[src/rtl/rv32ima_pkg.sv]
// Shared types for the RV32IMA divider: operation encoding, FSM states and datapath width.
package rv32ima_pkg;
  localparam int BIT_WIDTH = 32;

  typedef enum logic [1:0] {
    DIV_S = 2'b00,
    DIV_U = 2'b01,
    REM_S = 2'b10,
    REM_U = 2'b11
  } div_op_t;

  typedef enum logic [1:0] {
    IDLE = 2'b00,
    CALC = 2'b01,
    DONE = 2'b10
  } divst_t;

  function automatic logic is_signed_op(input logic [1:0] op);
    return ~op[0];
  endfunction

  function automatic logic is_rem_op(input logic [1:0] op);
    return op[1];
  endfunction
endpackage

[src/rtl/div_step.sv]
// One combinational restoring-division step: shift {rem,quo} left, try subtracting the divisor.
module div_step
  import rv32ima_pkg::*;
#(
  parameter int WIDTH = BIT_WIDTH
) (
  input  logic [WIDTH-1:0] rem_in,
  input  logic [WIDTH-1:0] quo_in,
  input  logic [WIDTH-1:0] divisor,
  output logic [WIDTH-1:0] rem_out,
  output logic [WIDTH-1:0] quo_out
);
  logic [WIDTH:0] w_shift;
  logic [WIDTH:0] w_trial;

  // The extra top bit of the trial difference is the borrow: set means "does not fit".
  assign w_shift = {rem_in, quo_in[WIDTH-1]};
  assign w_trial = w_shift - {1'b0, divisor};
  assign rem_out = w_trial[WIDTH] ? w_shift[WIDTH-1:0] : w_trial[WIDTH-1:0];
  assign quo_out = {quo_in[WIDTH-2:0], ~w_trial[WIDTH]};
endmodule

[src/rtl/div_unit.sv]
// Iterative radix-2 restoring divider (DIV/DIVU/REM/REMU), WIDTH+1 cycles, 1 cycle for special cases.
// Optional DIV_EARLY_OUT_EN: finish in one cycle when |dividend| < |divisor|.
module div_unit
  import rv32ima_pkg::*;
#(
  parameter int WIDTH = BIT_WIDTH
) (
  input  logic             CLK,
  input  logic             RST,
  input  logic             start,
  input  logic [1:0]       div_op,
  input  logic [WIDTH-1:0] in1,
  input  logic [WIDTH-1:0] in2,
  input  logic             flush,
  output logic             busy,
  output logic             done,
  output logic [WIDTH-1:0] out,
  output logic             div_by_zero
);
  localparam int CW = $clog2(WIDTH);
  localparam logic [CW-1:0] LAST = CW'(WIDTH - 1);
  localparam logic [WIDTH-1:0] MIN_NEG = {1'b1, {(WIDTH-1){1'b0}}};

  divst_t           r_state, w_next;
  logic [CW-1:0]    r_count;
  logic [WIDTH-1:0] r_rem, r_quo, r_dvsr, r_out;
  logic             r_neg_q, r_neg_r, r_is_rem, r_dz;

  logic             w_accept, w_sgn, w_neg1, w_neg2;
  logic             w_zero, w_ovf, w_early, w_special, w_last;
  logic [WIDTH-1:0] w_mag1, w_mag2, w_special_res;
  logic [WIDTH-1:0] w_rem_nx, w_quo_nx, w_final;

  assign w_accept = (r_state == IDLE) && start && !flush;
  assign w_sgn    = is_signed_op(div_op);
  assign w_neg1   = w_sgn & in1[WIDTH-1];
  assign w_neg2   = w_sgn & in2[WIDTH-1];
  assign w_mag1   = w_neg1 ? -in1 : in1;
  assign w_mag2   = w_neg2 ? -in2 : in2;
  assign w_zero   = (in2 == '0);
  assign w_ovf    = w_sgn && (in1 == MIN_NEG) && (in2 == '1);
`ifdef DIV_EARLY_OUT_EN
  assign w_early  = !w_zero && (w_mag1 < w_mag2);
`else
  assign w_early  = 1'b0;
`endif
  assign w_special = w_zero | w_ovf | w_early;
  assign w_last    = (r_state == CALC) && (r_count == LAST);

  always_comb begin
    w_special_res = '0;
    if (w_zero)
      w_special_res = is_rem_op(div_op) ? in1 : '1;
    else if (w_ovf)
      w_special_res = is_rem_op(div_op) ? '0 : MIN_NEG;
    else
      w_special_res = is_rem_op(div_op) ? in1 : '0;
  end

  div_step #(.WIDTH(WIDTH)) u_step (
    .rem_in  (r_rem),
    .quo_in  (r_quo),
    .divisor (r_dvsr),
    .rem_out (w_rem_nx),
    .quo_out (w_quo_nx)
  );

  // Sign fix is applied to the final step's output so the result lands in r_out on entry to DONE.
  always_comb begin
    if (r_is_rem)
      w_final = r_neg_r ? -w_rem_nx : w_rem_nx;
    else
      w_final = r_neg_q ? -w_quo_nx : w_quo_nx;
  end

  always_ff @(posedge CLK) begin
    if (RST) r_state <= IDLE;
    else     r_state <= w_next;
  end

  always_comb begin
    w_next = r_state;
    case (r_state)
      IDLE:    if (w_accept) w_next = w_special ? DONE : CALC;
      CALC:    if (w_last) w_next = DONE;
      DONE:    w_next = IDLE;
      default: w_next = IDLE;
    endcase
    if (flush) w_next = IDLE;
  end

  always_comb begin
    busy = (r_state != IDLE);
    done = (r_state == DONE);
  end

  always_ff @(posedge CLK) begin
    if (RST) begin
      r_count  <= '0;
      r_rem    <= '0;
      r_quo    <= '0;
      r_dvsr   <= '0;
      r_neg_q  <= 1'b0;
      r_neg_r  <= 1'b0;
      r_is_rem <= 1'b0;
      r_out    <= '0;
      r_dz     <= 1'b0;
    end else if (w_accept) begin
      r_count  <= '0;
      r_rem    <= '0;
      r_quo    <= w_mag1;
      r_dvsr   <= w_mag2;
      r_neg_q  <= w_neg1 ^ w_neg2;
      r_neg_r  <= w_neg1;
      r_is_rem <= is_rem_op(div_op);
      if (w_special) begin
        r_out <= w_special_res;
        r_dz  <= w_zero;
      end
    end else if ((r_state == CALC) && !flush) begin
      r_rem   <= w_rem_nx;
      r_quo   <= w_quo_nx;
      r_count <= r_count + 1'b1;
      if (w_last) begin
        r_out <= w_final;
        r_dz  <= 1'b0;
      end
    end
  end

  assign out         = r_out;
  assign div_by_zero = r_dz;
endmodule
[config.mk]
export PLATFORM = sky130hd
export DESIGN_NAME = div_unit
export DESIGN_NICKNAME = d
export VERILOG_FILES = /design/src/rtl/rv32ima_pkg.sv /design/src/rtl/div_step.sv /design/src/rtl/div_unit.sv
export SDC_FILE = /design/constraint.sdc
export NUM_CORES = 1
export LEC_CHECK = 0
export CORE_ASPECT_RATIO = 1.4
export CORE_MARGIN = 2
export CORE_UTILIZATION = 54
export CTS_CLUSTER_DIAMETER = 30
export CTS_CLUSTER_SIZE = 12
export DETAILED_ROUTE_END_ITERATION = 6
export GPL_TIMING_DRIVEN = 0
export PLACE_DENSITY = 0.81
export SLEW_MARGIN = 20
export SYNTH_ARGS = -nofsm -noshare
export SYNTH_HDL_FRONTEND = slang
export SYNTH_SLANG_ARGS = --single-unit
[constraint.sdc]
create_clock -name CLK -period 5 [get_ports CLK]
set_input_delay 1.25 -clock CLK [delete_from_list [all_inputs] [get_ports CLK]]
set_output_delay 1.25 -clock CLK [all_outputs]
set_load 0.05 [all_outputs]
=== Word level (Yosys, flattened, before mapping) ===
Cells that the tools add are included.

* Register bits after elaboration: 139
* Bits of input ports: 70
* Output and inout port bits: 35
* Word-level logic and storage cells: 71

* Add/subtract/negate cells: 6
* Equality and inequality tests: 8
* Muxes and demuxes: 25
* Bitwise gates (word level): 6
* Reductions and logical operators: 16

{| class="wikitable"
|+ Operators by type and width
! operator !! count
|-
| 32-bit two-way mux || 17
|-
| 32-bit negation || 4
|-
| 32-bit equality test (second input constant) || 2
|-
| 33-bit by 32-bit subtractor with 33-bit output || 1
|-
| 32-bit logical NOT || 1
|-
| 1-bit logical AND || 6
|-
| 2-bit two-way mux || 3
|-
| 2-bit nonzero test || 3
|-
| 5-bit by 1-bit adder with 5-bit output (second input constant) || 1
|-
| 5-bit equality test (second input constant) || 1
|-
| 1-bit two-way mux || 4
|-
| 2-bit inequality test (second input constant) || 2
|-
| 2-bit case mux with 2 select lines || 1
|-
| 2-bit OR reduction || 2
|-
| 3-bit AND reduction || 1
|-
| 1-bit AND || 2
|-
| 2-bit by 1-bit equality test with 1-bit output (second input constant) || 1
|-
| 2-bit equality test (second input constant) || 1
|-
| 2-bit logical NOT || 1
|-
| 2-bit by 1-bit inequality test with 1-bit output (second input constant) || 1
|-
| 1-bit NOT || 2
|-
| 2-bit AND reduction || 1
|-
| 1-bit logical NOT || 1
|-
| 1-bit bitwise OR || 1
|-
| 1-bit XOR || 1
|}

=== Logic depth before layout (Yosys ltp) ===
Gate-level depths: netlist of the first run.

* Word-level depth: 8
* Depth in mapped cells: 25
* Gate-level depth less buffers: 22

=== By module ===
A second synthesis of the first run with hierarchy kept.

* Cell total of the unflattened synthesis: 1462
* Area, all modules: 11379.7 um^2

{| class="wikitable"
|+ By module, submodules not included
! module !! times used !! cells an instance !! area each (um^2) !! seq. area each (um^2)
|-
| div_unit || 1 || 1122 || 8829.7 || 2782.7
|-
| div_step || 1 || 340 || 2549.9 || 0.0
|}

=== Worst setup path before layout of the first run ===
No wires, ideal clock.

* Kind: reg2reg
* From: register r_quo[31]
* To: register r_out[22], in the netlist out[22]
* Arrival time: 4.791 ns
* Data required time: 4.878 ns
* Slack: 0.087 ns
* Stages on the path, launching flop included: 23
* Clock period less this slack: 4.913 ns
* Cell sequence: dfxtp_1 > inv_1 > ha_1 > inv_1 > fa_1 > a211oi_2 > o211ai_2 > a31oi_2 > or3b_1 > and4_4 > buf_4 > buf_6 > clkbuf_1 > mux2i_1 > ha_1 > o2111a_1 > nand4_1 > nor4_1 > o21ai_0 > or2_2 > o21ai_0 > xor2_1 > a221o_1

* Longest elaborated chain between the ends: 8
* Elaborated cells between the ends (all ways): 11
* Classes of those cells: add/sub: 3; mux: 7; bitwise: 1

{| class="wikitable"
|+ RTL lines
! item !! RTL line !! RTL
|-
| start: declaration || div_unit.sv:26 || <nowiki>logic [WIDTH-1:0] r_rem, r_quo, r_dvsr, r_out;</nowiki>
|-
| start signal: assignment || div_unit.sv:111 || <nowiki>r_quo <= w_mag1;</nowiki>
|-
| start signal: assignment || div_unit.sv:122 || <nowiki>r_quo <= w_quo_nx;</nowiki>
|-
| 33-bit by 32-bit subtractor with 33-bit output || div_step.sv:18 || <nowiki>assign w_trial = w_shift - {1'b0, divisor};</nowiki>
|-
| 32-bit two-way mux / 1-bit NOT (equally long branches) || div_step.sv:19, div_step.sv:20 ||
|-
| 32-bit negation, on equally long branches || div_unit.sv:71, div_unit.sv:73 ||
|-
| 32-bit two-way mux, on equally long branches || div_unit.sv:71, div_unit.sv:73 ||
|-
| 32-bit two-way mux * || div_unit.sv:70 || <nowiki>if (r_is_rem)</nowiki>
|-
| 32-bit two-way mux * || div_unit.sv:124 || <nowiki>if (w_last) begin</nowiki>
|-
| 32-bit two-way mux * || div_unit.sv:120 || <nowiki>end else if ((r_state == CALC) && !flush) begin</nowiki>
|-
| 32-bit two-way mux * || div_unit.sv:108 || <nowiki>end else if (w_accept) begin</nowiki>
|-
| end signal: assignment || div_unit.sv:117 || <nowiki>r_out <= w_special_res;</nowiki>
|-
| end signal: assignment || div_unit.sv:125 || <nowiki>r_out <= w_final;</nowiki>
|-
| end: declaration || div_unit.sv:26 ||
|}

Every way passes the cells marked *; elsewhere a longest branch is shown, timed or not. The select of a mux whose other input is x is not followed.
A chain may end at the register's enable or synchronous reset.

=== Worst setup path after layout of the first run ===
* From: input port in1[0]
* To: register r_out[0], in the netlist out[0]

* Longest elaborated chain between the ends: 7
* Elaborated cells between the ends (all ways): 12
* Classes of those cells: eq/ne: 2; mux: 6; bitwise: 1; reduce/logical: 3

{| class="wikitable"
|+ RTL lines
! item !! RTL line !! RTL
|-
| start: declaration || div_unit.sv:12 || <nowiki>input logic [WIDTH-1:0] in1,</nowiki>
|-
| 32-bit equality test || div_unit.sv:41 || <nowiki>assign w_ovf = w_sgn && (in1 == MIN_NEG) && (in2 == '1);</nowiki>
|-
| 1-bit logical AND (2 in series) || div_unit.sv:41 ||
|-
| 32-bit two-way mux || div_unit.sv:54 || <nowiki>else if (w_ovf)</nowiki>
|-
| 32-bit two-way mux || div_unit.sv:52 || <nowiki>if (w_zero)</nowiki>
|-
| 32-bit two-way mux || div_unit.sv:116 || <nowiki>if (w_special) begin</nowiki>
|-
| 32-bit two-way mux || div_unit.sv:108 ||
|}

Several ways; a longest one is shown, not always the timed one. The select of a mux whose other input is x is not followed.

==> run metrics, run 1 <==
Vias=12,600; synthesized area divided by synthesized cell count=7.32 um2; pin count of the biggest net entering global routing=17; initial detailed-routing violation count=1,078; Syn Nets=1,644; DR DRC count=0; count of hold-fix buffers inserted at cts=0; sequential share of the synthesized area=0.248; cell count after synthesis=1,534; number of enable-type register cells in the synthesized netlist=0; Cell variety after synth=86; ys async rst share=0; Skew-Pair Late Insertion Delay=0.44 ns; hold path startpoint=r_dvsr[30]; DR vias/cell=6.47; Max Root-Sink Buffers=2; number of max-cap violations=0; crit share post-route=0.989; antenna cell count=0; Pleak=4.72 nW; Final ANT Viol Nets=0; initial antenna violation count=0; fin crit period=4.95 ns; element type at the critical path start=input port; maximum fanout along the worst path=10; Tot Pwr=3.62 mW; path class of the lowest-slack min-delay path=reg2reg; Area contributors post-synth=sky130_fd_sc_hd__dfxtp_1 25%, sky130_fd_sc_hd__a21oi_1 6.1%, sky130_fd_sc_hd__nor2_1 5.9%; data required time at the worst endpoint=5.29 ns; global-route wire length before repair=65.3 mm; placer congestion estimate=1.01; Area Overhead vs Synth=20.6%; core region area=0.0205 mm2; count of buffers inserted at the top-level ports=103; maximum VDD drop=0.271 mV; final net count=1,790; number of iterations in the first detailed-routing pass=6; aggregate routed wire length=43.3 mm; result of the run=complete, no violations; effective utilization at floorplan=0.549; H-tree depth=4; total routing resource utilization after global routing=0.380; Post-Route Hold Slack=0.450 ns; most common library cell in the layout ignoring fill and taps=sky130_fd_sc_hd__nor2_1; share of the synthesized area in the top cell type=0.248; final-layout fill cell count=1,846; CP startpoint=in1[0]; FF+latch area=0.00279 mm2; area after detailed placement=0.0126 mm2; cell area after technology mapping=0.0112 mm2; die area=0.0220 mm2; Vert. Die Dim=175 um; cell taking the most area after synthesis=sky130_fd_sc_hd__dfxtp_1; clock tree from TritonCTS=built; CTS Root Buffer Type=sky130_fd_sc_hd__clkbuf_16; fraction of layout cells with a size suffix above 1=0.0792; transition time at the pin with the least slew margin=1.07 ns; commonest cells after routing, fill and taps aside=174 x sky130_fd_sc_hd__nor2_1, 155 x sky130_fd_sc_hd__nand2_1, 137 x sky130_fd_sc_hd__dfxtp_1, 132 x sky130_fd_sc_hd__a21oi_1, 103 x sky130_fd_sc_hd__clkdlybuf4s50_1; CTS Buf Count=17; total of endpoints with negative setup slack in the final report=0; origin of the critical flop-to-flop path=r_quo[31]; clk slew on worst S/H paths=0.06 ns; count of clock tree sinks=139; multi-input gate area in the final layout=0.00804 mm2; number of placement rows=62; HPWL reported at the end of detailed placement=34.0 mm; register bit count reported by yosys=139; category of the most critical setup path=in2reg; number of global-route vias before repair=11,800; most instantiated flip-flop cell in the synthesis netlist=sky130_fd_sc_hd__dfxtp_1; overflow left after global routing=0; category of the worst setup path capture point=flop; area of all placed cells without fillers=0.0136 mm2; Slew Limit Headroom=0.280; Die X-Extent=126 um; setup repair after global routing missed its margin=yes; endpoint arrival time on the critical path=5.24 ns; Cell Pwr Density=267 mW/mm2; endpoints failing hold=0; maximum clock frequency=202 MHz; Routed wire per std cell=22.2 um; top-level I/O count=105; Yosys warning total=0; final clock skew=0.00885 ns; number of max-slew violations in the final report=0
==> per-stage QoR <==
step           TNS [ns]   util  worst slack (ns)  instances
2_1_floorplan         0      -            0.0869       1534
3_3_place_gp     -22.15  0.615             -1.38       1893
3_5_place_dp     -23.10  0.615             -1.41       1893
4_1_cts               0  0.649           0.00212       1927
5_1_grt         -0.0717  0.662           -0.0301       1947
6_report              0  0.662            0.0529       1947
==> sequential cells by signal (all words and copies together) (netlist names) <==
register	count
div_by_zero	1
r_neg_q	1
r_is_rem	1
r_dvsr	32
out	32
r_count	5
r_quo	32
r_state	2
r_rem	32
r_neg_r	1
==> worst max-delay path: stages <==
cell and delay [ns]:
sky130_fd_sc_hd__clkdlybuf4s50_1 0.53, sky130_fd_sc_hd__inv_1 0.21, sky130_fd_sc_hd__ha_1 0.32, sky130_fd_sc_hd__nand4_1 0.28
sky130_fd_sc_hd__or4_4 0.65, sky130_fd_sc_hd__nand2b_1 0.26, sky130_fd_sc_hd__nor4_2 0.37, sky130_fd_sc_hd__nor2b_1 0.19
sky130_fd_sc_hd__o21a_1 0.29, sky130_fd_sc_hd__clkbuf_1 0.29, sky130_fd_sc_hd__a221oi_1 0.50, sky130_fd_sc_hd__nor3_1 0.10
==> cell type report <==
class / instances / area share
Buffer: 91 / 0.0311
Clock buffer: 24 / 0.0370
Clock inverter: 6 / 0.00286
Inverter: 53 / 0.0152
Multi-Input combinational cell: 1249 / 0.593
Sequential cell: 139 / 0.206
Tap cell: 256 / 0.0236
Timing Repair Buffer: 129 / 0.0908
==> layer usage <==
layer	GRT usage	part of all wire	up-vias
met3	0.0588	0.060	165
met5	0	0	-
li1	-	-	5924
met2	0.629	0.47	602
met4	0.322	0.092	0
met1	0.424	0.38	5904
==> synthesized netlist by cell type, types with 4 or more instances <==
library cell / number
sky130_fd_sc_hd__a211oi_1: 54
sky130_fd_sc_hd__a21oi_1: 136
sky130_fd_sc_hd__a22oi_1: 34
sky130_fd_sc_hd__a311oi_1: 14
sky130_fd_sc_hd__a31oi_1: 5
sky130_fd_sc_hd__and2_1: 4
sky130_fd_sc_hd__and3_1: 5
sky130_fd_sc_hd__and4_1: 6
sky130_fd_sc_hd__buf_1: 7
sky130_fd_sc_hd__buf_2: 11
sky130_fd_sc_hd__clkbuf_1: 73
sky130_fd_sc_hd__dfxtp_1: 139
sky130_fd_sc_hd__ha_1: 39
sky130_fd_sc_hd__inv_1: 50
sky130_fd_sc_hd__mux2i_1: 31
sky130_fd_sc_hd__nand2_1: 155
sky130_fd_sc_hd__nand2b_1: 17
sky130_fd_sc_hd__nand3_1: 16
sky130_fd_sc_hd__nand3b_1: 6
sky130_fd_sc_hd__nand4_1: 22
sky130_fd_sc_hd__nor2_1: 176
sky130_fd_sc_hd__nor2b_1: 15
sky130_fd_sc_hd__nor3_1: 40
sky130_fd_sc_hd__nor3b_1: 4
sky130_fd_sc_hd__nor4_1: 23
sky130_fd_sc_hd__o2111ai_1: 6
sky130_fd_sc_hd__o211a_1: 4
sky130_fd_sc_hd__o211ai_1: 23
sky130_fd_sc_hd__o21a_1: 11
sky130_fd_sc_hd__o21ai_0: 108
sky130_fd_sc_hd__o22ai_1: 7
sky130_fd_sc_hd__o31a_1: 4
sky130_fd_sc_hd__o31ai_1: 27
sky130_fd_sc_hd__o41ai_1: 17
sky130_fd_sc_hd__or2_2: 10
sky130_fd_sc_hd__or3_1: 19
sky130_fd_sc_hd__or4_1: 13
sky130_fd_sc_hd__xnor2_1: 63
sky130_fd_sc_hd__xor2_1: 68
==> kinds of logic (layout without fill, tap and decap cells) <==
| logic type | count (synthesis) | after routing | share of synthesized area |
|---|---|---|---|
| and+or+nand+nor | 545 | 545 | 0.232 |
| buffers and inverters | 146 | 303 | 0.0510 |
| DFF | 139 | 139 | 0.248 |
| xor gates and xnor gates | 131 | 131 | 0.102 |
| muxes | 34 | 34 | 0.0306 |
| AOI/OAI and AO/OA | 499 | 499 | 0.291 |
| adders and majority gates | 40 | 40 | 0.0452 |
==> what timing repair did <==
action | in CTS | in global routing
setup buffers | 5 | 21
pin swaps | 6 | 22
resized for setup | 34 | 34
setup endpoints to repair | 28 | 15
==> power by group <==
| part | leakage (nW) | switching (mW) | internal [mW] | total (mW) |
|---|---|---|---|---|
| clock network | 0.264 | 0.501 | 0.692 | 1.19 |
| logic | 3.32 | 0.766 | 0.477 | 1.24 |
| registers | 1.13 | 0.0416 | 1.15 | 1.19 |
==> worst paths after layout <==
check	slack (ns)	cells after the start	endpoint
worst max register to register	0.16	18	out[10]
worst max-delay path	0.05	12	out[0]
worst min-delay path	0.45	2	r_dvsr[30]
worst min register to register	0.45	2	r_dvsr[30]
Power figures use the tool's default switching activity.
==> inputs of run 2 (changes only) <==
--- a/config.mk
+++ b/config.mk
@@ -13,6 +13,7 @@
 export DETAILED_ROUTE_END_ITERATION = 6
 export GPL_TIMING_DRIVEN = 0
 export PLACE_DENSITY = 0.81
+export RECOVER_POWER = 100
 export SLEW_MARGIN = 20
 export SYNTH_ARGS = -nofsm -noshare
 export SYNTH_HDL_FRONTEND = slang
==> run 2 against run 1 <==
Clock skew is 0.0034 ns higher. Largest power group unchanged. Core utilization stayed put. First-iteration DRC count fell by 0.83%. Worst hold slack about the same. Highest routed layer unchanged. Count of clock-buffer cells in the layout stayed put.
==> run metrics, run 2 (synthesized netlist as in run 1, its figures left out) <==
number of iterations in the first detailed-routing pass=6 (unchanged); Area Overhead vs Synth=20.6% (unchanged); fraction of layout cells with a size suffix above 1=0.0792 (unchanged); count of hold-fix buffers inserted at cts=0 (unchanged); final net count=1,790 (unchanged); pin count of the biggest net entering global routing=17 (unchanged); endpoints failing hold=0 (unchanged); number of placement rows=62 (unchanged); core region area=0.0205 mm2 (unchanged); Cell Count, Final, Fillers Out=1,947 (unchanged); most common library cell in the layout ignoring fill and taps=sky130_fd_sc_hd__nor2_1 (unchanged); area of all placed cells without fillers=0.0136 mm2 (unchanged); element type at the critical path start=input port (unchanged); antenna cell count=0 (unchanged); Max Used Layer=met4 (unchanged); maximum VDD drop=0.270 mV (was 0.271 mV); Pleak=4.84 nW (was 4.72 nW); clock tree from TritonCTS=built (unchanged); DR vias/cell=6.50 (was 6.47); maximum clock frequency=200 MHz (was 202 MHz); Vert. Die Dim=175 um (unchanged); category of the worst setup path capture point=flop (unchanged); data required time at the worst endpoint=5.29 ns (about the same); top-level I/O count=105 (unchanged); number of global-route vias before repair=11,800 (unchanged); DR DRC count=0 (unchanged); Routed wire per std cell=22.2 um (about the same); CTS Root Buffer Type=sky130_fd_sc_hd__clkbuf_16 (unchanged); DR WL met3=2.93 mm (was 2.60 mm); global-route wire length before repair=65.3 mm (unchanged); placer congestion estimate=1.01 (unchanged); Max Root-Sink Buffers=2 (unchanged); overflow left after global routing=0 (unchanged); setup repair after global routing missed its margin=yes (unchanged); transition time at the pin with the least slew margin=1.08 ns (was 1.07 ns); commonest cells after routing, fill and taps aside=174 x sky130_fd_sc_hd__nor2_1, 155 x sky130_fd_sc_hd__nand2_1, 137 x sky130_fd_sc_hd__dfxtp_1, 132 x sky130_fd_sc_hd__a21oi_1, 102 x sky130_fd_sc_hd__o21ai_0 (was 174 x sky130_fd_sc_hd__nor2_1, 155 x sky130_fd_sc_hd__nand2_1, 137 x sky130_fd_sc_hd__dfxtp_1, 132 x sky130_fd_sc_hd__a21oi_1, 103 x sky130_fd_sc_hd__clkdlybuf4s50_1); Met2 Routed Length=20.2 mm (was 20.4 mm); category of the most critical setup path=in2reg (unchanged); Routed met1 length=15.9 mm (was 16.3 mm); die area=0.0220 mm2 (unchanged); count of clock tree sinks=139 (unchanged); area after detailed placement=0.0126 mm2 (unchanged); CTS Buf Count=17 (unchanged); crit share post-route=0.999 (was 0.989); Final ANT Viol Nets=0 (unchanged); count of buffers inserted at the top-level ports=103 (unchanged); number of max-cap violations=0 (unchanged); aggregate routed wire length=43.1 mm (was 43.3 mm); endpoint arrival time on the critical path=5.29 ns (was 5.24 ns); Vias=12,600 (about the same); path class of the lowest-slack min-delay path=reg2reg (unchanged); effective utilization at floorplan=0.549 (unchanged); H-tree depth=4 (unchanged); final clock skew=0.0122 ns (was 0.00885 ns); Die X-Extent=126 um (unchanged); Max stage delay on crit path=0.65 ns (about the same); Slew Limit Headroom=0.276 (was 0.280); HPWL reported at the end of detailed placement=34.0 mm (unchanged); number of max-slew violations in the final report=0 (unchanged); cell total after placement=1,893 (unchanged); cell chain of the critical path=clkdlybuf4s50_1 > inv_1 > ha_1 > nand4_1 > or4_4 > nand2b_1 > nor4_2 > nand2b_1 > a21oi_1 > clkbuf_1 > a221oi_1 > nor3_1 (was clkdlybuf4s50_1 > inv_1 > ha_1 > nand4_1 > or4_4 > nand2b_1 > nor4_2 > nor2b_1 > o21a_1 > clkbuf_1 > a221oi_1 > nor3_1); clk slew on worst S/H paths=0.06 ns (about the same); Post-Route Hold Slack=0.450 ns (about the same); Skew-Pair Late Insertion Delay=0.44 ns (about the same); initial detailed-routing violation count=1,069 (was 1,078); CP max stage cell=sky130_fd_sc_hd__or4_4 (unchanged); final-layout fill cell count=1,846 (unchanged); total routing resource utilization after global routing=0.380 (unchanged); result of the run=complete, no violations (unchanged); maximum fanout along the worst path=10 (unchanged); fin crit period=5.00 ns (was 4.95 ns); total of endpoints with negative setup slack in the final report=0 (unchanged); Critical Path Most Common Cell=sky130_fd_sc_hd__nand2b_1; initial antenna violation count=0 (unchanged); Cell Pwr Density=268 mW/mm2 (was 267 mW/mm2)
-- run 2: cell types whose count changed in the layout (fill, tap and decap cells not counted), sizes merged --
cell / previous run / this run
dlygate4sd3: 0 / 36
clkdlybuf4s50: 103 / 67
-- run 2: timing repair --
item,in CTS,in global routing
hold endpoints to repair,0,0
gates resized for setup,34,34
cloned,0,0
setup endpoints to repair,28,15
pin swaps,6,22
buffers inserted,5,21
-- run 2: path summary, 6_finish.rpt --
| kind | depth (start not counted) | end | startpoint | slack, ns |
|---|---|---|---|---|
| worst min register to register | 2 | r_dvsr[30] | r_dvsr[30] | 0.45 |
| worst max register to register | 18 | out[10] | r_quo[31] | 0.13 |
| worst min-delay path | 2 | r_dvsr[30] | r_dvsr[30] | 0.45 |
| worst max-delay path | 12 | out[0] | in1[0] | 0.005 |
-- run 2: area by class of cell --
| cell class | instances | area (um2) | share of cell area |
|---|---|---|---|
| Buffer | 91 | 422 | 0.0311 |
| Clock buffer | 24 | 502 | 0.0370 |
| Timing Repair Buffer | 129 | 1230 | 0.0908 |
| Sequential cell | 139 | 2790 | 0.206 |
| Clock inverter | 6 | 38.8 | 0.00286 |
| Tap cell | 256 | 320 | 0.0236 |
| Multi-Input combinational cell | 1249 | 8040 | 0.593 |
| Inverter | 53 | 206 | 0.0152 |
-- run 2: report_power, final --
group          internal (mW)  switching [mW]
clock                  0.692           0.504
sequential              1.15          0.0414
combinational          0.476           0.767
total                   2.31            1.31
-- run 2: per-stage QoR --
step / setup WS [ns] / power (mW) / setup TNS [ns] / utilization
2_1_floorplan: 0.0869 / 1.95 / 0 / -
3_3_place_gp: -1.38 / 2.30 / -22.15 / 0.615
3_5_place_dp: -1.41 / 2.31 / -23.10 / 0.615
4_1_cts: 0.00212 / 3.52 / 0 / 0.649
5_1_grt: -0.0301 / 3.75 / -0.0717 / 0.662
6_report: 0.00479 / 3.63 / 0 / 0.662
-- run 2: worst max-delay path, delay by kind of cell --
kind / cells / cell delay, ns
AO/OA/AOI/OAI: 2 / 0.79
buffers and inverters: 3 / 1.12
AND/OR/NAND/NOR: 6 / 1.80
adder cells (fa/ha/maj): 1 / 0.32
-- run 2: per-layer routing --
metal / vias to the layer above / track usage
met2: 657 / 0.629
met1: 5891 / 0.424
met4: 0 / 0.322
li1: 5927 / -
met5: - / 0
met3: 173 / 0.0588
==> inputs of run 3 (changes only) <==
--- a/config.mk
+++ b/config.mk
@@ -5,6 +5,7 @@
 export SDC_FILE = /design/constraint.sdc
 export NUM_CORES = 1
 export LEC_CHECK = 0
+export CAP_MARGIN = 30
 export CORE_ASPECT_RATIO = 1.4
 export CORE_MARGIN = 2
 export CORE_UTILIZATION = 54
@@ -12,7 +13,7 @@
 export CTS_CLUSTER_SIZE = 12
 export DETAILED_ROUTE_END_ITERATION = 6
 export GPL_TIMING_DRIVEN = 0
-export PLACE_DENSITY = 0.81
+export PLACE_DENSITY = 0.83
 export RECOVER_POWER = 100
 export SLEW_MARGIN = 20
 export SYNTH_ARGS = -nofsm -noshare
==> constraint.sdc (replaced) <==
create_clock -name CLK -period 5 [get_ports CLK]
set_input_delay 0.75 -clock CLK [delete_from_list [all_inputs] [get_ports CLK]]
set_output_delay 0.75 -clock CLK [all_outputs]
set_load 0.05 [all_outputs]
==> run 3 against run 2 <==
Clock power rose by 15%. Total power is 5.5% higher. Register-to-register slack barely moved. Critical path depth grew 9. Sequential power about the same. Via count rose by 1.3%. Count of clock-buffer cells in the layout shrank 4. Sequential share of layout area fell by 0.13 points. Critical path type is now reg2reg. Critical endpoint is now out[30]. Largest power group is now the clock network. Highest routed layer unchanged.
==> run metrics, run 3 (synthesized netlist as in run 1, its figures left out) <==
Slew Limit Headroom=0.359 (was 0.276); HPWL reported at the end of detailed placement=35.3 mm (was 34.0 mm); top-level I/O count=105 (unchanged); Routed wire per std cell=23.2 um (was 22.2 um); transition time at the pin with the least slew margin=0.960 ns (was 1.08 ns); worst reg2reg setup slack=0.12 ns (was 0.13 ns); element type at the critical path start=flop (was input port); global-route wire length before repair=68.6 mm (was 65.3 mm); antenna cell count=0 (unchanged); effective utilization at floorplan=0.549 (unchanged); number of max-slew violations in the final report=0 (unchanged); count of clock tree sinks=139 (unchanged); category of the most critical setup path=reg2reg (was in2reg); pin count of the biggest net entering global routing=17 (unchanged); end point of the worst hold path=r_dvsr[30] (unchanged); maximum clock frequency=205 MHz (was 200 MHz); initial detailed-routing violation count=1,077 (was 1,069); clk slew on worst S/H paths=0.06 ns (about the same); endpoints failing hold=0 (unchanged); clock tree from TritonCTS=built (unchanged); count of hold-fix buffers inserted at cts=0 (unchanged); area after detailed placement=0.0126 mm2 (about the same); Area Overhead vs Synth=21.4% (was 20.6%); Max Root-Sink Buffers=2 (unchanged); total routing resource utilization after global routing=0.400 (was 0.380); number of max-cap violations=0 (unchanged); Cell Pwr Density=281 mW/mm2 (was 268 mW/mm2); DR DRC count=0 (unchanged); Hold Crit Depth=2 (unchanged); CTS Buf Count=17 (unchanged); Final ANT Viol Nets=0 (unchanged); number of iterations in the first detailed-routing pass=6 (unchanged); data required time at the worst endpoint=5.34 ns (was 5.29 ns); overflow left after global routing=0 (unchanged); initial antenna violation count=0 (unchanged); maximum fanout along the worst path=22 (was 10); Pleak=4.89 nW (was 4.84 nW); H-tree depth=4 (unchanged); hold path startpoint=r_dvsr[30] (unchanged); die area=0.0220 mm2 (unchanged); endpoint arrival time on the critical path=5.22 ns (was 5.29 ns); number of global-route vias before repair=12,200 (was 11,800); fin crit period=4.88 ns (was 5.00 ns); placer congestion estimate=1.02 (was 1.01); Vert. Die Dim=175 um (unchanged); final net count=1,792 (was 1,790); result of the run=complete, no violations (unchanged); commonest cells after routing, fill and taps aside=175 x sky130_fd_sc_hd__nor2_1, 155 x sky130_fd_sc_hd__nand2_1, 137 x sky130_fd_sc_hd__dfxtp_1, 132 x sky130_fd_sc_hd__a21oi_1, 104 x sky130_fd_sc_hd__o21ai_0 (was 174 x sky130_fd_sc_hd__nor2_1, 155 x sky130_fd_sc_hd__nand2_1, 137 x sky130_fd_sc_hd__dfxtp_1, 132 x sky130_fd_sc_hd__a21oi_1, 102 x sky130_fd_sc_hd__o21ai_0); crit share post-route=0.976 (was 0.999); total of endpoints with negative setup slack in the final report=0 (unchanged); most common library cell in the layout ignoring fill and taps=sky130_fd_sc_hd__nor2_1 (unchanged); area of all placed cells without fillers=0.0136 mm2 (about the same); Vias=12,800 (was 12,600); Die X-Extent=126 um (unchanged); Worst R2R Path Depth=21 (was 18); final clock skew=0.0101 ns (was 0.0122 ns); aggregate routed wire length=45.1 mm (was 43.1 mm); fraction of layout cells with a size suffix above 1=0.0785 (was 0.0792); path class of the lowest-slack min-delay path=reg2reg (unchanged); maximum VDD drop=0.270 mV (about the same); count of buffers inserted at the top-level ports=103 (unchanged); CTS Root Buffer Type=sky130_fd_sc_hd__clkbuf_16 (unchanged); origin of the critical flop-to-flop path=r_quo[31] (unchanged); core region area=0.0205 mm2 (unchanged); number of placement rows=62 (unchanged); Reg2Reg Capture Point=out[30] (was out[10]); DR vias/cell=6.57 (was 6.50); setup TNS after final layout=0 ns (unchanged); Skew-Pair Late Insertion Delay=0.43 ns (was 0.44 ns); category of the worst setup path capture point=flop (unchanged)
run 3: cell types whose count changed in the layout (fill, tap and decap cells not counted), sizes merged:
cell / previous run / this run
bufinv: 0 / 4
clkdlybuf4s50: 67 / 66
buf: 45 / 41
inv: 51 / 52
clkbuf: 96 / 98
dlygate4sd3: 36 / 37
run 3: critical path: stages (launching register included):
cell and delay [ns]:
sky130_fd_sc_hd__dfxtp_4 0.37, sky130_fd_sc_hd__inv_1 0.07, sky130_fd_sc_hd__ha_2 0.17, sky130_fd_sc_hd__inv_1 0.05
sky130_fd_sc_hd__fa_2 0.40, sky130_fd_sc_hd__a211oi_4 0.26, sky130_fd_sc_hd__o211ai_2 0.15, sky130_fd_sc_hd__a31oi_4 0.31
sky130_fd_sc_hd__or3b_1 0.16, sky130_fd_sc_hd__and4_4 0.29, sky130_fd_sc_hd__buf_12 0.20, sky130_fd_sc_hd__mux2i_4 0.29
sky130_fd_sc_hd__ha_4 0.18, sky130_fd_sc_hd__o2111a_1 0.21, sky130_fd_sc_hd__nand4_1 0.16, sky130_fd_sc_hd__clkbuf_4 0.19
sky130_fd_sc_hd__mux2_4 0.27, sky130_fd_sc_hd__a21oi_2 0.15, sky130_fd_sc_hd__nand2_1 0.13, sky130_fd_sc_hd__nor4b_2 0.36
sky130_fd_sc_hd__mux2i_1 0.12, sky130_fd_sc_hd__nor4_1 0.26
run 3: how the worst max path moves through the flow:
stage                          from      end  slack, ns  cells after the start
final                     r_quo[31]  out[30]       0.12                     21
after global routing      r_quo[31]  out[18]      -0.02                     21
after CTS                 r_quo[31]  out[26]      -0.03                     23
after detailed placement  r_dvsr[0]  out[22]      -1.44                     21
after global placement    r_dvsr[0]  out[22]      -1.45                     21
after floorplan           r_quo[31]  out[22]       0.09                     22
run 3: power by group:
part	leakage [nW]	internal [mW]	switching, mW	total (mW)
Clock	0.302	0.858	0.519	1.38
Sequential	1.13	1.15	0.0426	1.19
Combinational	3.45	0.477	0.785	1.26
run 3: what timing repair did:
action / in CTS / in global routing
resized for setup: 35 / 27
endpoints found under the setup margin: 16 / 16
pin swaps: 12 / 17
buffers inserted: 9 / 19
run 3: area by class of cell:
type | count | area, um2
buffer | 90 | 390
clock buffer | 20 | 457
clock inverter | 11 | 168
fill | 1813 | 6840
inverter | 53 | 206
multi-input combinational | 1249 | 8070
sequential | 139 | 2790
tap | 256 | 320
timing repair buffer | 132 | 1240
run 3: through the flow:
stage          std cells  hold slack, ns   util  worst slack (ns)  power [mW]
2_1_floorplan       1534           0.432      -            0.0869        1.95
3_3_place_gp        1893           0.443  0.615             -1.45        2.31
3_5_place_dp        1894           0.454  0.615             -1.44        2.32
4_1_cts             1933           0.463  0.655           -0.0314        3.74
5_1_grt             1950           0.484  0.666           -0.0221        3.95
6_report            1950           0.458  0.666             0.121        3.83
run 3: metal layers:
metal / up-vias / GRT usage / wire length (um)
met5: - / 0 / 0
met4: 0 / 0.309 / 3970
met3: 159 / 0.0643 / 3200
met2: 678 / 0.689 / 21700
met1: 6034 / 0.434 / 16300
li1: 5936 / - / -
